===== src/rtl/fmdll_pkg.sv =====
// Shared types, defaults and request validation for the fractional clock-enable generator.
// Channel state is stored at the widest supported ratio width (16 bits) so one struct serves all builds.
package fmdll_pkg;

    localparam int unsigned FMDLL_CH       = 4;
    localparam int unsigned FMDLL_M_W      = 4;
    localparam int unsigned FMDLL_N_W      = 4;
    localparam int unsigned FMDLL_LOCK_CNT = 4;
    localparam int unsigned FMDLL_MAX_W    = 16;
    localparam int unsigned FMDLL_CNT_W    = 8;

    typedef struct packed {
        logic [FMDLL_MAX_W-1:0] m_reg;
        logic [FMDLL_MAX_W-1:0] n_reg;
        logic [FMDLL_MAX_W:0]   acc;
        logic [FMDLL_CNT_W-1:0] cnt;
    } ch_state_t;

    function automatic logic cfg_reject(input int unsigned ch, input int unsigned m,
                                        input int unsigned n, input int unsigned num_ch);
        return (ch >= num_ch) || (n == 0) || (m > n);
    endfunction

endpackage


===== src/rtl/fmdll_frac_gen_if.sv =====
// Ratio configuration handshake between a requester (master) and the generator (slave).
interface fmdll_frac_gen_if
    import fmdll_pkg::*;
#(
    parameter int unsigned CH  = FMDLL_CH,
    parameter int unsigned M_W = FMDLL_M_W,
    parameter int unsigned N_W = FMDLL_N_W
);
    localparam int unsigned CH_W = (CH > 1) ? $clog2(CH) : 1;

    logic            cfg_valid;
    logic            cfg_ready;
    logic [CH_W-1:0] cfg_ch;
    logic [M_W-1:0]  cfg_m;
    logic [N_W-1:0]  cfg_n;
    logic            cfg_err;

    modport master (
        output cfg_valid, cfg_ch, cfg_m, cfg_n,
        input  cfg_ready, cfg_err
    );

    modport slave (
        input  cfg_valid, cfg_ch, cfg_m, cfg_n,
        output cfg_ready, cfg_err
    );

endinterface


===== src/rtl/fmdll_frac_ch.sv =====
// One fractional channel: phase accumulator, saturating lock counter and registered output.
// FMDLL_SQUARE_EN turns the per-overflow enable pulse into a toggling square wave.
module fmdll_frac_ch
    import fmdll_pkg::*;
#(
    parameter int unsigned M_W      = FMDLL_M_W,
    parameter int unsigned N_W      = FMDLL_N_W,
    parameter int unsigned LOCK_CNT = FMDLL_LOCK_CNT
) (
    input  logic           i_clk,
    input  logic           i_rst,
    input  logic           i_apply,
    input  logic [M_W-1:0] i_m,
    input  logic [N_W-1:0] i_n,
    output logic           o_ovf,
    output logic           o_active,
    output logic           o_clk,
    output logic           o_lock
);
    localparam int unsigned ACC_W = FMDLL_MAX_W + 1;

    ch_state_t        r_st;
    ch_state_t        w_st_d;
    logic             r_out;
    logic             w_out_d;
    logic             r_lock;
    logic             w_lock_d;
    logic [ACC_W-1:0] w_sum;
    logic [ACC_W-1:0] w_n_ext;

    assign o_active = (r_st.m_reg != '0);
    assign w_sum    = r_st.acc + ACC_W'(r_st.m_reg);
    assign w_n_ext  = ACC_W'(r_st.n_reg);
    assign o_ovf    = o_active && (w_sum >= w_n_ext);

    always_comb begin
        w_st_d = r_st;
        if (i_apply) begin
            w_st_d.m_reg = FMDLL_MAX_W'(i_m);
            w_st_d.n_reg = FMDLL_MAX_W'(i_n);
            w_st_d.acc   = '0;
            w_st_d.cnt   = '0;
        end else if (o_active) begin
            w_st_d.acc = o_ovf ? (w_sum - w_n_ext) : w_sum;
            if (o_ovf && (r_st.cnt != FMDLL_CNT_W'(LOCK_CNT))) begin
                w_st_d.cnt = r_st.cnt + 1'b1;
            end
        end
        w_lock_d = (w_st_d.cnt == FMDLL_CNT_W'(LOCK_CNT));
    end

`ifdef FMDLL_SQUARE_EN
    always_comb begin
        w_out_d = r_out;
        if (i_apply) begin
            w_out_d = 1'b0;
        end else if (o_ovf) begin
            w_out_d = ~r_out;
        end
    end
`else
    // An apply landing on an overflow edge still emits that old-ratio pulse.
    always_comb begin
        w_out_d = o_ovf;
    end
`endif

    always_ff @(posedge i_clk or posedge i_rst) begin
        if (i_rst) begin
            r_st.m_reg <= '0;
            r_st.n_reg <= FMDLL_MAX_W'(1);
            r_st.acc   <= '0;
            r_st.cnt   <= '0;
            r_out      <= 1'b0;
            r_lock     <= 1'b0;
        end else begin
            r_st   <= w_st_d;
            r_out  <= w_out_d;
            r_lock <= w_lock_d;
        end
    end

    assign o_clk  = r_out;
    assign o_lock = r_lock;

endmodule


===== src/rtl/fmdll_frac_gen.sv =====
// Multi-channel fractional clock-enable generator: handshake, validation, pending slot, apply routing.
// Define FMDLL_SQUARE_EN for square-wave outputs instead of one-cycle enables.
module fmdll_frac_gen
    import fmdll_pkg::*;
#(
    parameter int unsigned CH       = FMDLL_CH,
    parameter int unsigned M_W      = FMDLL_M_W,
    parameter int unsigned N_W      = FMDLL_N_W,
    parameter int unsigned LOCK_CNT = FMDLL_LOCK_CNT
) (
    input  logic            CLK_exit,
    input  logic            rst_n,
    fmdll_frac_gen_if.slave cfg,
    output logic [CH-1:0]   CLK_out,
    output logic [CH-1:0]   lock
);
    localparam int unsigned CH_W = (CH > 1) ? $clog2(CH) : 1;

    logic            r_pending;
    logic [CH_W-1:0] r_pend_ch;
    logic [M_W-1:0]  r_pend_m;
    logic [N_W-1:0]  r_pend_n;
    logic            r_err;
    logic            w_xfer;
    logic            w_reject;
    logic [CH-1:0]   w_ovf;
    logic [CH-1:0]   w_active;
    logic [CH-1:0]   w_apply;

    assign cfg.cfg_ready = ~r_pending;
    assign cfg.cfg_err   = r_err;
    assign w_xfer        = cfg.cfg_valid & ~r_pending;
    assign w_reject      = cfg_reject(32'(cfg.cfg_ch), 32'(cfg.cfg_m), 32'(cfg.cfg_n), CH);

    // A running channel only takes its new ratio on an overflow so no phase is cut short.
    always_comb begin
        w_apply = '0;
        for (int i = 0; i < CH; i++) begin
            w_apply[i] = r_pending && (r_pend_ch == CH_W'(i)) && (!w_active[i] || w_ovf[i]);
        end
    end

    always_ff @(posedge CLK_exit or posedge rst_n) begin
        if (rst_n) begin
            r_pending <= 1'b0;
            r_pend_ch <= '0;
            r_pend_m  <= '0;
            r_pend_n  <= '0;
            r_err     <= 1'b0;
        end else begin
            r_err <= w_xfer & w_reject;
            if (w_xfer && !w_reject) begin
                r_pending <= 1'b1;
                r_pend_ch <= cfg.cfg_ch;
                r_pend_m  <= cfg.cfg_m;
                r_pend_n  <= cfg.cfg_n;
            end else if (|w_apply) begin
                r_pending <= 1'b0;
            end
        end
    end

    for (genvar g = 0; g < CH; g++) begin : g_ch
        fmdll_frac_ch #(
            .M_W      (M_W),
            .N_W      (N_W),
            .LOCK_CNT (LOCK_CNT)
        ) u_ch (
            .i_clk    (CLK_exit),
            .i_rst    (rst_n),
            .i_apply  (w_apply[g]),
            .i_m      (r_pend_m),
            .i_n      (r_pend_n),
            .o_ovf    (w_ovf[g]),
            .o_active (w_active[g]),
            .o_clk    (CLK_out[g]),
            .o_lock   (lock[g])
        );
    end

endmodule


===== src/flat_wrapper.sv =====
// flat-port wrapper written by rule: the top's interface ports become plain ports
module fmdll_frac_gen_flat import fmdll_pkg::*;
#(
    parameter int unsigned CH       = FMDLL_CH,
    parameter int unsigned M_W      = FMDLL_M_W,
    parameter int unsigned N_W      = FMDLL_N_W,
    parameter int unsigned LOCK_CNT = FMDLL_LOCK_CNT
)
  (CLK_exit, rst_n, CLK_out, lock, cfg_cfg_valid, cfg_cfg_ch, cfg_cfg_m, cfg_cfg_n, cfg_cfg_ready, cfg_cfg_err);
  fmdll_frac_gen_if #(.CH(CH), .M_W(M_W), .N_W(N_W)) cfg_i ();
  input  logic CLK_exit;
  input  logic rst_n;
  output logic [CH-1:0] CLK_out;
  output logic [CH-1:0] lock;
  input wire logic [$bits(cfg_i.cfg_valid)-1:0] cfg_cfg_valid;
  input wire logic [$bits(cfg_i.cfg_ch)-1:0] cfg_cfg_ch;
  input wire logic [$bits(cfg_i.cfg_m)-1:0] cfg_cfg_m;
  input wire logic [$bits(cfg_i.cfg_n)-1:0] cfg_cfg_n;
  output wire logic [$bits(cfg_i.cfg_ready)-1:0] cfg_cfg_ready;
  output wire logic [$bits(cfg_i.cfg_err)-1:0] cfg_cfg_err;
  assign cfg_i.cfg_valid = cfg_cfg_valid;
  assign cfg_i.cfg_ch = cfg_cfg_ch;
  assign cfg_i.cfg_m = cfg_cfg_m;
  assign cfg_i.cfg_n = cfg_cfg_n;
  assign cfg_cfg_ready = cfg_i.cfg_ready;
  assign cfg_cfg_err = cfg_i.cfg_err;
  fmdll_frac_gen #(.CH(CH), .M_W(M_W), .N_W(N_W), .LOCK_CNT(LOCK_CNT)) u_core (.CLK_exit(CLK_exit), .rst_n(rst_n), .cfg(cfg_i), .CLK_out(CLK_out), .lock(lock));
endmodule

===== config.mk =====
export PLATFORM = sky130hd
export DESIGN_NAME = fmdll_frac_gen_flat
export DESIGN_NICKNAME = d
export VERILOG_FILES = /design/src/rtl/fmdll_pkg.sv /design/src/rtl/fmdll_frac_gen_if.sv /design/src/rtl/fmdll_frac_ch.sv /design/src/rtl/fmdll_frac_gen.sv /design/src/flat_wrapper.sv
export SDC_FILE = /design/constraint.sdc
export NUM_CORES = 1
export LEC_CHECK = 0
export CAP_MARGIN = 0
export CORE_ASPECT_RATIO = 2
export CORE_MARGIN = 2
export CORE_UTILIZATION = 30
export CTS_CLUSTER_DIAMETER = 40
export DETAILED_ROUTE_END_ITERATION = 12
export HOLD_SLACK_MARGIN = 0.15
export PLACE_DENSITY_LB_ADDON = 0.25
export RECOVER_POWER = 25
export SYNTH_ARGS = -nofsm -noshare
export SYNTH_HDL_FRONTEND = slang
export SYNTH_SLANG_ARGS = --single-unit

===== constraint.sdc =====
create_clock -name CLK_exit -period 6.47 [get_ports CLK_exit]
set_input_delay 1.6175 -clock CLK_exit [delete_from_list [all_inputs] [get_ports CLK_exit]]
set_output_delay 1.6175 -clock CLK_exit [all_outputs]
set_load 0.03 [all_outputs]

Yosys cells after proc, flatten, opt, wreduce, memory -nomap -nowiden
Index checks and enable logic that the tools add are counted.
{ "totals": {"inputBits": 13, "elab_cells": 117, "regBits": 152, "out_inout_bits": 10} }
{ "classes": {"bitwise_logic": 3, "order_cmp": 5, "muxes": 18, "reduce_logical": 39, "eq_ne": 11, "add_sub_neg": 12} }
{ "op_table": {"columns": ["op", "n"], "rows": [
  ["$mux 25", 8],
  ["$add 17x4->17", 4],
  ["$ge 17x4->1", 4],
  ["$mux 17", 4],
  ["$sub 17x4->17", 4],
  ["$reduce_bool 16->1", 4],
  ["$add 8x1->8 const B", 4],
  ["$eq 8x3->1 const B", 4],
  ["$mux 8", 4],
  ["$ne 8x3->1 const B", 4],
  ["$logic_and 1x1->1", 17],
  ["$reduce_bool 2->1", 5],
  ["$logic_not 1->1", 5],
  ["$logic_or 1x1->1", 5],
  ["$eq 2x2->1 const B", 2],
  ["$gt 4x4->1", 1],
  ["$logic_not 4->1", 1],
  ["$reduce_or 4->1", 1],
  ["$and 1x1->1", 2],
  ["$eq 2x1->1 const B", 1],
  ["$logic_not 2->1", 1],
  ["$mux 1", 2],
  ["$not 1->1", 1]
]} }

Depth between registers and ports, before layout
Gate-level depths: netlist of the first run.
{ "logic_depth": {"depth_word": 8, "depth_mapped": 16, "depth_no_buf": 16} }

Modules after synthesis
A second synthesis of the first run with hierarchy kept.
{ "unflattened": {"cells_unflattened": 1296, "hier_area_um2": 11578.6} }
{ "modules_own_cells": {"columns": ["module", "cells_each", "n_inst", "area_each_um2", "seq_area_each_um2"], "rows": [
  ["fmdll_frac_ch at u_core.g_ch[1].u_ch ...", 314, 2, 2712.6, 877.1],
  ["fmdll_frac_ch at u_core.g_ch[3].u_ch", 319, 1, 2827.7, 877.1],
  ["fmdll_frac_ch at u_core.g_ch[0].u_ch", 292, 1, 2648.8, 877.1],
  ["fmdll_frac_gen", 57, 1, 676.9, 300.3]
]} }

Least setup slack after synthesis of the first run
Ideal clock, no wire load.
{ "synth_path": {"path_kind": "register -> register", "start": "register u_core.g_ch[2].u_ch.r_st[41] (netlist bit)", "end": "register u_core.g_ch[2].u_ch.r_lock", "period_less_slack_ns": 3.836, "stages_incl_launch_ff": 16, "t_arrival_ns": 3.736, "setup_time_ns": 0.101, "slack_ns": 2.634, "path_buffers": 1, "required_time_ns": 6.369, "path_cell_list": "dfrtp_1 -> ha_1 -> inv_1 -> fa_1 -> inv_1 -> ha_1 -> nor2b_1 -> o21ai_0 -> a21boi_0 -> nor3_2 -> and3_1 -> clkbuf_1 -> a31oi_1 -> a32o_1 -> or4_1 -> nor4_1"} }
{ "synth_rtl": {"columns": ["item", "line_no", "source"], "rows": [
  ["start: declaration", "fmdll_frac_ch.sv:22", "ch_state_t r_st;"],
  ["start signal: assignment", "fmdll_frac_ch.sv:77", "r_st <= w_st_d;"],
  ["end signal: assignment", "fmdll_frac_ch.sv:79", "r_lock <= w_lock_d;"],
  ["end: declaration", "fmdll_frac_ch.sv:26", "logic r_lock;"]
]} }

Final worst setup path of the first run
{ "layout_path": {"start": "register u_core.g_ch[1].u_ch.r_st[41] (netlist bit)", "end": "register u_core.g_ch[1].u_ch.r_lock"} }
{ "layout_via": {"elab_chain_cells": 8, "elab_cells_between_ends": 12, "cone_classes": "1 x add/sub; 1 x order compare; 1 x eq/ne; 3 x mux; 6 x reduce/logical"} }
{ "layout_rtl": {"columns": ["item", "line_no", "source"], "rows": [
  ["start: declaration", "fmdll_frac_ch.sv:22", null],
  ["start signal: assignment", "fmdll_frac_ch.sv:77", null],
  ["$add 17x4->17", "fmdll_frac_ch.sv:32", "assign w_sum = r_st.acc + ACC_W'(r_st.m_reg);"],
  ["$ge 17x4->1", "fmdll_frac_ch.sv:34", "assign o_ovf = o_active && (w_sum >= w_n_ext);"],
  ["$logic_and 1x1->1 (*)", "fmdll_frac_ch.sv:34", null],
  ["net u_core.g_ch[1].u_ch.o_ovf", "fmdll_frac_ch.sv:15", "output logic o_ovf,"],
  ["$logic_and 1x1->1", "fmdll_frac_ch.sv:45", "if (o_ovf && (r_st.cnt != FMDLL_CNT_W'(LOCK_CNT))) begin"],
  ["$mux 8", "fmdll_frac_ch.sv:45", null],
  ["$mux 25", "fmdll_frac_ch.sv:43", "end else if (o_active) begin"],
  ["$mux 25 (*)", "fmdll_frac_ch.sv:38", "if (i_apply) begin"],
  ["$eq 8x3->1 (*)", "fmdll_frac_ch.sv:49", "w_lock_d = (w_st_d.cnt == FMDLL_CNT_W'(LOCK_CNT));"],
  ["net u_core.g_ch[1].u_ch.w_lock_d", "fmdll_frac_ch.sv:27", "logic w_lock_d;"],
  ["end signal: assignment", "fmdll_frac_ch.sv:79", null],
  ["end: declaration", "fmdll_frac_ch.sv:26", null]
]} }
Mark *: on every way through the listed nets, which the timed path passes. The rest lies on a longest branch. The select of a mux whose other input is x is not followed.
A chain may end at the register's enable or synchronous reset.

==> results of run 1 <==
==> power groups by stage <==
| stage | Clock (mW) | Combinational (mW) | Sequential (mW) |
|---|---|---|---|
| CTS | 1.01 | 5.22 | 1.91 |
| global route | 1.05 | 5.84 | 1.99 |
| floorplan | 0 | 4.07 | 1.64 |
| global placement | 0 | 5.12 | 1.92 |
| finish | 0.980 | 5.22 | 1.92 |
| detailed placement | 0 | 5.19 | 1.93 |
==> how the worst max path moves through the flow <==
stage / slack [ps] / from / to / depth (start not counted)
3_3_place_gp: 1930 / u_core.g_ch[1].u_ch.r_st[41]$_DFFE_PP0N_ / u_core.g_ch[1].u_ch.o_lock$_DFF_PP0_ / 16
4_1_cts: 1810 / u_core.g_ch[1].u_ch.r_st[41]$_DFFE_PP0N_ / u_core.g_ch[1].u_ch.o_lock$_DFF_PP0_ / 16
5_1_grt: 1480 / u_core.g_ch[2].u_ch.r_st[41]$_DFFE_PP0N_ / u_core.g_ch[2].u_ch.r_st[22]$_DFFE_PP0P_ / 15
6_report: 1780 / u_core.g_ch[1].u_ch.r_st[41]$_DFFE_PP0N_ / u_core.g_ch[1].u_ch.o_lock$_DFF_PP0_ / 16
3_5_place_dp: 1810 / u_core.g_ch[1].u_ch.r_st[41]$_DFFE_PP0N_ / u_core.g_ch[1].u_ch.o_lock$_DFF_PP0_ / 16
2_1_floorplan: 770 / rst_n / u_core.cfg.cfg_err$_DFF_PP0_ / 1
==> flip-flops by register name, summed over array words and instances, names as in the netlist <==
name and cells:
u_core.cfg.cfg_err 1, u_core.g_ch.u_ch.o_clk 4, u_core.g_ch.u_ch.o_lock 4, u_core.g_ch.u_ch.r_st 132, u_core.r_pend_ch 2, u_core.r_pend_m 4, u_core.r_pend_n 4, u_core.r_pending 1
==> final cells by class <==
class | count | area share [%]
clock buffers | 19 | 3.43
clock inverters | 13 | 0.843
inverters | 73 | 2.13
multi-input cells | 1077 | 56.4
flip-flops and latches | 152 | 29.5
well taps | 520 | 5.04
repair buffers | 37 | 2.68
==> layout by cell type, fill, tap and decap left out, drive strengths merged, types with 33 or more instances in the layout <==
cell and n:
a21oi 81, dfrtp 148, xnor2 38, nand3 62
nor3 52, o21ai 103, nand2 107, mux2 35
and3 33, ha 44, nor2 94, inv 79
==> cell families (layout without fill, tap and decap cells) <==
group | Yosys count | count (layout) | synth area share [%]
simple gates | 509 | 509 | 23.1
compound gates | 412 | 412 | 24.1
flops | 152 | 152 | 32.6
buf+inv | 146 | 142 | 5.30
mux | 56 | 56 | 5.18
fa+ha+maj | 52 | 52 | 6.09
xor+xnor | 48 | 48 | 3.60
==> layer usage <==
layer	up-vias	part of all wire (%)	global-route usage [%]	wire length [microns]
li1	5117	-	-	-
met5	-	0	0	0
met4	0	5.1	10.2	1790
met1	5279	37	18.3	13100
met2	199	55	34.0	19500
met3	104	2.5	2.65	877
==> worst max-delay path, delay by kind of cell (launching register included) <==
family	cells	cell delay, ps
buffers and inverters	3	260
flip-flops	1	400
AND/OR/NAND/NOR	6	1700
XOR/XNOR	1	200
adder cells (fa/ha/maj)	3	1130
AO/OA/AOI/OAI	3	870
==> synthesized netlist by cell type (21+ instances only) <==
master	instances	area, sq um
xnor2_1	38	333
mux2_2	35	394
a21oi_1	79	395
nor2_1	92	345
nor2b_1	27	169
ha_1	44	551
nand3_1	62	310
a211oi_1	29	218
clkbuf_1	42	158
mux2i_1	21	210
nand2_1	107	402
a31oi_1	30	188
o21ai_0	88	440
and3_1	33	206
inv_1	71	267
dfrtp_1	148	3700
nor3_1	49	245
nand4_1	22	138
==> stage by stage <==
| stage | instance area (sq um) | power (mW) | cells | utilization, % |
|---|---|---|---|---|
| global route | 12900 | 8.88 | 1891 | 33.5 |
| finish | 12900 | 8.12 | 1891 | 33.5 |
| detailed placement | 12400 | 7.12 | 1859 | 32.1 |
| floorplan | 11700 | 5.72 | 1375 | - |
| CTS | 12900 | 8.15 | 1891 | 33.5 |
| global placement | 12400 | 7.04 | 1859 | 32.1 |
==> results.md, run 1 <==
- Status: completed
- Worst slew margin: 28.2%
- Ys flop type: dfrtp_1
- Number of flops mapped to enable cells by yosys: 0
- Reg2Reg Capture Point: u_core.g_ch[1].u_ch.o_lock$_DFF_PP0_
- Clock-pin transition on the worst setup and hold timing paths: 70 ps
- Count of state elements after synthesis: 152
- DRC errors left: 0
- HPWL Detailed: 26.4 mm
- Crit-path max FO: 14
- RSZ-0062 raised after global routing: no
- Total global-route track usage: 18.0%
- Core Rows: 102
- Setup TNS: 0 ps
- CTS resizes: 0
- R2R cell count: 16
- Syn avg cell area: 8.49 sq um
- Die width: 143 microns
- Vias: 10699
- Share of layout cells above drive strength 1: 9.85%
- Hold_sp: u_core.g_ch[2].u_ch.r_st[28]$_DFFE_PP0N_
- Synth async-reset ratio: 100%
- Starting DRT DRC Count: 574
- Leak: 5.08 nW
- Critical R2R Launch: u_core.g_ch[1].u_ch.r_st[41]$_DFFE_PP0N_
- Footprint of the multi-input gates: 7280 sq um
- Final worst setup slack: 1780 ps
- Flop-to-flop setup slack: 1780 ps
- Setup bufs post-CTS: 0
- Synth Instances: 1375
- Switching Power: 4.16 mW
- Num Clock Sinks: 152
- Netlist Area Pre-Place: 11700 sq um
- HP Class: flop to flop
- CTS Buf Count: 17
- Hold Crit Endpoint: u_core.g_ch[2].u_ch.r_st[28]$_DFFE_PP0N_
- Critical path's slowest cell: fa_1
- Max-slew violations: 0
- Setup CP Type: flop to flop
- Clock latency on the worst-skew pair: 440 ps
- Initial Util: 30.3%
- Sequential cell area fraction in the yosys report: 32.6%
- Arr. time, crit path: 5010 ps
- CTS tree: yes
- Number of global-route vias before repair: 11089
- Max Clock Freq: 213 MHz
- Pin count of the biggest net entering global routing: 141
- Total number of yosys warnings: 0
- Chip height: 283 microns
- Number of nets in the layout: 1423
- Unique masters post-synth: 96
- Number of fillers in the final layout: 4098
- Crit. End Element: flop
- Core area: 38500 sq um
- Routed len/inst: 18.7 microns
- # IOs: 23
- # port buffers: 22
- CP startpoint kind: flop
- Crit-path cells: ha_1, inv_1, fa_1, inv_1, ha_1, nor2b_1, o21ai_0, a21oi_1, a211oi_1, and3_1, nand3_1, nand2_1, inv_2, nand3_1, xor2_1, nor4b_1
- PD cells: 629 nW/um^2
- Storage cell area: 3810 sq um
- Syn nets: 1440
- Int Pwr: 3.95 mW
- Comb pwr share: 64.3%
- Pre-CTS setup slack: 1810 ps
- Routed WL: 35.3 mm
- Max-cap violations: 0
- Hold_ws: 506 ps
- Worst endpoint required time: 6790 ps
- Fin crit period: 4690 ps
- H-tree depth: 4
- Global-route wire length before repair: 58.1 mm
- Worst-Margin Slew: 1050 ps
- ANT cells: 0
- VDD IR-drop max: 0.216 mV
- Pre-antenna DRT Iters: 5
- Net Sw Frac: 51.3%
- Hold Path Stages: 1
- Skew final: 13.6 ps
- Hold Vio Cnt, Final: 0
- Initial antenna violation count: 0
- DIE AREA: 40600 sq um
- P&R area growth vs syn: 10.6%
- Hold Buf Count CTS: 0
- Via density per instance: 5.66
- Sequential share of power: 23.6%
- GPL Wtd Cong: 0.913
- Antenna viol nets, final: 0
- Clk network pwr share: 12.1%
- Ratio of final minimum period to clock period: 72.4%
- Max clock buf depth: 2
- CP max stage delay: 620 ps
- Final setup viols: 0
- Grt ovf: 0
- Clock Tree Root: clkbuf_16
Power figures use the tool's default switching activity.
==> run 2, diff against run 1 <==
==> constraint.sdc (replaced) <==
create_clock -name CLK_exit -period 4.8 [get_ports CLK_exit]
set_input_delay 1.2 -clock CLK_exit [delete_from_list [all_inputs] [get_ports CLK_exit]]
set_output_delay 1.2 -clock CLK_exit [all_outputs]
set_load 0.03 [all_outputs]
==> run 2 against run 1 <==
Effect of this change: the flow now finishes with violations (capacitance limit, slew limit); via count grew 0.71%; design area rose by 1.3%; non-clock buffer count increased by 21; flip-flop and latch count unchanged; clock skew decreased by 4.1 ps; total power grew 37%; cell count up 1.1%; register-to-register slack got worse by 1200 ps.
==> results.md, run 2 (same netlist as run 1, synthesis figures left out) <==
- Worst-Margin Slew: 1760 ps (was 1050 ps)
- Via density per instance: 5.64 (was 5.66)
- Number of global-route vias before repair: 11040 (was 11089)
- Vias: 10775 (was 10699)
- RSZ-0062 raised after global routing: no (unchanged)
- Initial antenna violation count: 0 (unchanged)
- Biggest register: u_core.g_ch.u_ch.r_st (unchanged)
- Number of nets in the layout: 1444 (was 1423)
- Pin count of the biggest net entering global routing: 72 (was 141)
- Max clock buf depth: 2 (unchanged)
- Max reg flops: 132 (unchanged)
- Arr. time, crit path: 4590 ps (was 5010 ps)
- CTS resizes: 0 (unchanged)
- Chip height: 283 microns (unchanged)
- CTS tree: yes (unchanged)
- Setup TNS: 0 ps (unchanged)
- VDD IR-drop max: 0.275 mV (was 0.216 mV)
- Max-slew violations: 38 (was 0)
- H-tree depth: 4 (unchanged)
- Global-route wire length before repair: 58.4 mm (was 58.1 mm)
- Routed WL: 36.7 mm (was 35.3 mm)
- DRC errors left: 0 (unchanged)
- Crit. End Element: flop (unchanged)
- Met2 wire length: 20.4 mm (was 19.5 mm)
- Total global-route track usage: 18.3% (was 18.0%)
- Ratio of final minimum period to clock period: 88.4% (was 72.4%)
- Leak: 5.18 nW (was 5.08 nW)
- Pre-antenna DRT Iters: 8 (was 5)
- Antenna viol nets, final: 0 (unchanged)
- Share of layout cells above drive strength 1: 11.3% (was 9.85%)
- PD cells: 848 nW/um^2 (was 629 nW/um^2)
- Die width: 143 microns (unchanged)
- Hold Vio Cnt, Final: 0 (unchanged)
- Setup bufs post-CTS: 0 (unchanged)
- Core Rows: 102 (unchanged)
- Worst endpoint required time: 5140 ps (was 6790 ps)
- Starting DRT DRC Count: 645 (was 574)
- Number of fillers in the final layout: 4074 (was 4098)
- Hold Buf Count CTS: 0 (unchanged)
- Met1 wire length: 13.2 mm (was 13.1 mm)
- Max Clock Freq: 236 MHz (was 213 MHz)
- Reg2Reg Capture Point: u_core.g_ch[1].u_ch.r_st[20]$_DFFE_PP0P_ (was u_core.g_ch[1].u_ch.o_lock$_DFF_PP0_)
- Critical R2R Launch: u_core.g_ch[1].u_ch.r_st[41]$_DFFE_PP0N_ (unchanged)
- Footprint of the multi-input gates: 7280 sq um (unchanged)
- Clock Tree Root: clkbuf_16 (unchanged)
- # port buffers: 22 (unchanged)
- Final setup viols: 0 (unchanged)
- DIE AREA: 40600 sq um (unchanged)
- Worst setup path startpoint: u_core.g_ch[1].u_ch.r_st[41]$_DFFE_PP0N_ (unchanged)
- Flop-to-flop setup slack: 560 ps (was 1780 ps)
- CP Capture Point: u_core.g_ch[1].u_ch.r_st[20]$_DFFE_PP0P_ (was u_core.g_ch[1].u_ch.o_lock$_DFF_PP0_)
- Final worst setup slack: 558 ps (was 1780 ps)
- Crit-path max FO: 6 (was 14)
- Clock latency on the worst-skew pair: 450 ps (was 440 ps)
- GPL Wtd Cong: 0.967 (was 0.913)
- Max-cap violations: 1 (was 0)
- Pre-CTS setup slack: 592 ps (was 1810 ps)
- Storage cell area: 3810 sq um (unchanged)
- Clock-pin transition on the worst setup and hold timing paths: 70 ps (about the same)
- R2R cell count: 14 (was 16)
- Grt ovf: 0 (unchanged)
- Most frequent cells in the layout: dfrtp_1, nand2_1, nor2_1, o21ai_0, a21oi_1 (unchanged)
- Status: finished, violations left (was completed)
- Fin crit period: 4240 ps (was 4690 ps)
- Top Layer Used: met4 (unchanged)
- HPWL Detailed: 27.9 mm (was 26.4 mm)
- Worst slew margin: -18.3% (was 28.2%)
- Skew final: 9.49 ps (was 13.6 ps)
- ANT cells: 0 (unchanged)
- CP startpoint kind: flop (unchanged)
- # IOs: 23 (unchanged)
- P&R area growth vs syn: 12.0% (was 10.6%)
- Routed len/inst: 19.2 microns (was 18.7 microns)
- Met3 WL: 1.02 mm (was 877 microns)
- Most common cell after layout, fill and taps aside: dfrtp_1 (unchanged)
- HP Class: flop to flop (unchanged)
- CTS Buf Count: 17 (unchanged)
- Num Clock Sinks: 152 (unchanged)
- Core area: 38500 sq um (unchanged)
- Setup CP Type: flop to flop (unchanged)
- Initial Util: 30.3% (unchanged)
- Failing checks: capacitance limit, slew limit
[run 2: final cells by class]
type	instances	share of cell area [%]
flip-flops and latches	152	29.1
multi-input cells	1077	55.7
clock inverters	13	0.823
clock buffers	19	3.46
well taps	520	4.98
repair buffers	58	3.83
inverters	73	2.11
[run 2: how the worst min path moves through the flow]
stage / slack [ps] / start / cells after the start / endpoint
floorplan: 480 / u_core.g_ch[2].u_ch.r_st[27]$_DFFE_PP0N_ / 1 / u_core.g_ch[2].u_ch.r_st[27]$_DFFE_PP0N_
global placement: 500 / u_core.g_ch[3].u_ch.r_st[28]$_DFFE_PP0N_ / 1 / u_core.g_ch[3].u_ch.r_st[28]$_DFFE_PP0N_
detailed placement: 500 / u_core.g_ch[3].u_ch.r_st[28]$_DFFE_PP0N_ / 1 / u_core.g_ch[3].u_ch.r_st[28]$_DFFE_PP0N_
CTS: 510 / u_core.g_ch[2].u_ch.r_st[27]$_DFFE_PP0N_ / 1 / u_core.g_ch[2].u_ch.r_st[27]$_DFFE_PP0N_
global route: 530 / u_core.g_ch[2].u_ch.r_st[27]$_DFFE_PP0N_ / 1 / u_core.g_ch[2].u_ch.r_st[27]$_DFFE_PP0N_
finish: 510 / u_core.g_ch[2].u_ch.r_st[27]$_DFFE_PP0N_ / 1 / u_core.g_ch[2].u_ch.r_st[27]$_DFFE_PP0N_
[run 2: critical path, stage by stage (launching register included)]
cell and delay [ps]:
dfrtp_1 400, ha_1 210, inv_1 70, fa_1 450, xnor2_1 330, ha_1 330, nor2b_1 160, o21ai_0 130
nor2b_1 350, nand2_1 120, nor4b_2 500, o31ai_1 240, or3b_2 510, a31oi_1 160, o21ba_2 170
[run 2: power breakdown]
group	leakage (nW)	internal [mW]	switching, mW
Combinational	2.99	2.86	4.28
Clock	0.266	0.703	0.634
Sequential	1.92	1.86	0.751
Total	5.18	5.42	5.66
[run 2: layer usage]
metal	vias to the layer above	GRT usage, %
li1	5156	-
met1	5241	18.0
met2	256	34.6
met3	122	2.92
met4	0	11.1
met5	-	0
[run 2: through the flow]
| stage | total power, mW | cell area, sq um | instances | hold slack, ps | utilization [%] |
|---|---|---|---|---|---|
| 2_1_floorplan | 7.71 | 11700 | 1375 | 481 | - |
| 3_3_place_gp | 9.61 | 12500 | 1880 | 496 | 32.5 |
| 3_5_place_dp | 9.72 | 12500 | 1880 | 495 | 32.5 |
| 4_1_cts | 11.1 | 13100 | 1912 | 512 | 34.0 |
| 5_1_grt | 12.0 | 13100 | 1912 | 532 | 33.9 |
| 6_report | 11.1 | 13100 | 1912 | 509 | 33.9 |
==> run 3, diff against run 2 <==
--- a/config.mk
+++ b/config.mk
@@ -14,6 +14,7 @@
 export HOLD_SLACK_MARGIN = 0.15
 export PLACE_DENSITY_LB_ADDON = 0.25
 export RECOVER_POWER = 25
+export REMOVE_ABC_BUFFERS = 1
 export SYNTH_ARGS = -nofsm -noshare
 export SYNTH_HDL_FRONTEND = slang
 export SYNTH_SLANG_ARGS = --single-unit
==> constraint.sdc (replaced) <==
create_clock -name CLK_exit -period 4.8 [get_ports CLK_exit]
set_input_delay 0.72 -clock CLK_exit [delete_from_list [all_inputs] [get_ports CLK_exit]]
set_output_delay 0.72 -clock CLK_exit [all_outputs]
set_load 0.03 [all_outputs]
==> run 3 against run 2 <==
Effect of this change: the flow still finishes with violations (capacitance limit, slew limit); core utilization grew 0.17 points; clock skew grew 2.0 ps; critical path type unchanged; fmax shrank 4.0%.
==> results.md, run 3 (same netlist as run 1, synthesis figures left out) <==
- Number of fillers in the final layout: 4079 (was 4074)
- Worst endpoint required time: 5160 ps (was 5140 ps)
- Top Layer Used: met5 (was met4)
- Routed WL: 36.6 mm (was 36.7 mm)
- Initial antenna violation count: 1 (was 0)
- Leak: 5.22 nW (was 5.18 nW)
- Initial Util: 30.3% (unchanged)
- Core area: 38500 sq um (unchanged)
- DRC errors left: 0 (unchanged)
- Max reg flops: 132 (unchanged)
- # port buffers: 22 (unchanged)
- Global-route wire length before repair: 58.8 mm (was 58.4 mm)
- H-tree depth: 4 (unchanged)
- ANT cells: 0 (unchanged)
- Hold Buf Count CTS: 0 (unchanged)
- Starting DRT DRC Count: 710 (was 645)
- Routed len/inst: 19.1 microns (was 19.2 microns)
- Via density per instance: 5.66 (was 5.64)
- Clock-pin transition on the worst setup and hold timing paths: 70 ps (about the same)
- Ratio of final minimum period to clock period: 92.0% (was 88.4%)
- Hold Vio Cnt, Final: 0 (unchanged)
- Core Util, Final: 34.1% (was 33.9%)
- HP Class: flop to flop (unchanged)
- Chip height: 283 microns (unchanged)
- CP max stage delay: 640 ps (was 510 ps)
- Setup CP Type: flop to flop (unchanged)
- Bufs and invs on worst path: 2 (was 1)
- Number of global-route vias before repair: 10976 (was 11040)
- Final setup viols: 0 (unchanged)
- Met2 wire length: 20.7 mm (was 20.4 mm)
- Failing checks: capacitance limit, slew limit (unchanged)
- Core Rows: 102 (unchanged)
- Crit-path cells: ha_1, inv_1, fa_1, inv_1, ha_1, nor2b_1, o21ai_0, a21boi_0, a2111oi_4, o21ai_2, nor3_4, a311o_2, or4b_1, nor4_2 (was ha_1, inv_1, fa_1, xnor2_1, ha_1, nor2b_1, o21ai_0, nor2b_1, nand2_1, nor4b_2, o31ai_1, or3b_2, a31oi_1, o21ba_2)
- Setup bufs post-CTS: 0 (unchanged)
- # IOs: 23 (unchanged)
- Crit. End Element: flop (unchanged)
- DIE AREA: 40600 sq um (unchanged)
- Fin crit period: 4420 ps (was 4240 ps)
- P&R area growth vs syn: 12.6% (was 12.0%)
- Share of layout cells above drive strength 1: 11.3% (about the same)
- Clock Tree Root: clkbuf_16 (unchanged)
- Grt ovf: 0 (unchanged)
- Biggest register: u_core.g_ch.u_ch.r_st (unchanged)
- CP startpoint kind: flop (unchanged)
- Worst-Margin Slew: 3330 ps (was 1760 ps)
- CP top delay family: simple AND/OR/NAND/NOR gates (unchanged)
- Vias: 10833 (was 10775)
- Critical path's slowest cell: nor3_4 (was or3b_2)
- Skew final: 11.5 ps (was 9.49 ps)
- Antenna viol nets, final: 0 (unchanged)
- Arr. time, crit path: 4780 ps (was 4590 ps)
- CTS tree: yes (unchanged)
- Num Clock Sinks: 152 (unchanged)
- Max clock buf depth: 2 (unchanged)
- Pre-antenna DRT Iters: 6 (was 8)
- GPL Wtd Cong: 0.896 (was 0.967)
- PD cells: 859 nW/um^2 (was 848 nW/um^2)
- Max-cap violations: 1 (unchanged)
- Clock latency on the worst-skew pair: 460 ps (was 450 ps)
- RSZ-0062 raised after global routing: no (unchanged)
- Number of nets in the layout: 1445 (was 1444)
- Pin count of the biggest net entering global routing: 80 (was 72)
- CTS resizes: 0 (unchanged)
- Storage cell area: 3810 sq um (unchanged)
- Total global-route track usage: 18.4% (was 18.3%)
- Worst slew margin: -122% (was -18.3%)
- Most common cell after layout, fill and taps aside: dfrtp_1 (unchanged)
- CTS Buf Count: 17 (unchanged)
- HPWL Detailed: 27.3 mm (was 27.9 mm)
- VDD IR-drop max: 0.331 mV (was 0.275 mV)
- Die width: 143 microns (unchanged)
- Met3 WL: 1.10 mm (was 1.02 mm)
- Hold_ws: 511 ps (was 509 ps)
- Met1 wire length: 13.3 mm (was 13.2 mm)
- Footprint of the multi-input gates: 7280 sq um (unchanged)
- Most frequent cells in the layout: dfrtp_1, nand2_1, nor2_1, o21ai_0, a21oi_1 (unchanged)
- Max-slew violations: 80 (was 38)
- Max Clock Freq: 226 MHz (was 236 MHz)
- Crit-path max FO: 15 (was 6)
- Status: finished, violations left (unchanged)
==> run 3: area by class of cell <==
type | instances | share of cell area, %
Clock buffer | 17 | 3.24
Sequential cell | 152 | 29.0
Timing Repair Buffer | 59 | 3.77
Multi-Input combinational cell | 1077 | 55.4
Inverter | 73 | 2.09
Tap cell | 520 | 4.95
Clock inverter | 15 | 1.57
==> run 3: metrics by stage <==
stage	worst slack, ps	TNS [ps]	instance area, sq um	power (mW)	instances
global placement	497	0	12500	9.62	1881
floorplan	-6.48	-959	11300	7.53	1302
detailed placement	473	0	12500	9.72	1881
finish	382	0	13100	11.3	1913
CTS	422	0	13100	11.3	1913
global route	100	0	13100	12.2	1913
==> run 3: worst paths after layout <==
path | slack (ps) | endpoint | cells after the start | startpoint
setup reg to reg | 380 | u_core.g_ch[0].u_ch.o_lock$_DFF_PP0_ | 14 | u_core.g_ch[0].u_ch.r_st[41]$_DFFE_PP0N_
setup / recovery | 380 | u_core.g_ch[0].u_ch.o_lock$_DFF_PP0_ | 14 | u_core.g_ch[0].u_ch.r_st[41]$_DFFE_PP0N_
max in group asynchronous | 830 | u_core.g_ch[3].u_ch.r_st[23]$_DFFE_PP0P_ | 3 | rst_n
hold / removal | 510 | u_core.g_ch[2].u_ch.r_st[27]$_DFFE_PP0N_ | 1 | u_core.g_ch[2].u_ch.r_st[27]$_DFFE_PP0N_
min in group asynchronous | 1920 | u_core.g_ch[0].u_ch.o_clk$_DFF_PP0_ | 2 | rst_n
hold reg to reg | 510 | u_core.g_ch[2].u_ch.r_st[27]$_DFFE_PP0N_ | 1 | u_core.g_ch[2].u_ch.r_st[27]$_DFFE_PP0N_
==> run 3: where the power goes <==
part	switching (mW)	internal (mW)
Clock	0.653	0.843
Combinational	4.34	2.86
Sequential	0.730	1.86
==> run 3: layer usage <==
layer  track usage (%)  vias up
met5                 0        -
met1              18.5     5299
met2              35.5      280
met3              2.77       87
met4              8.97        2
li1                  -     5165
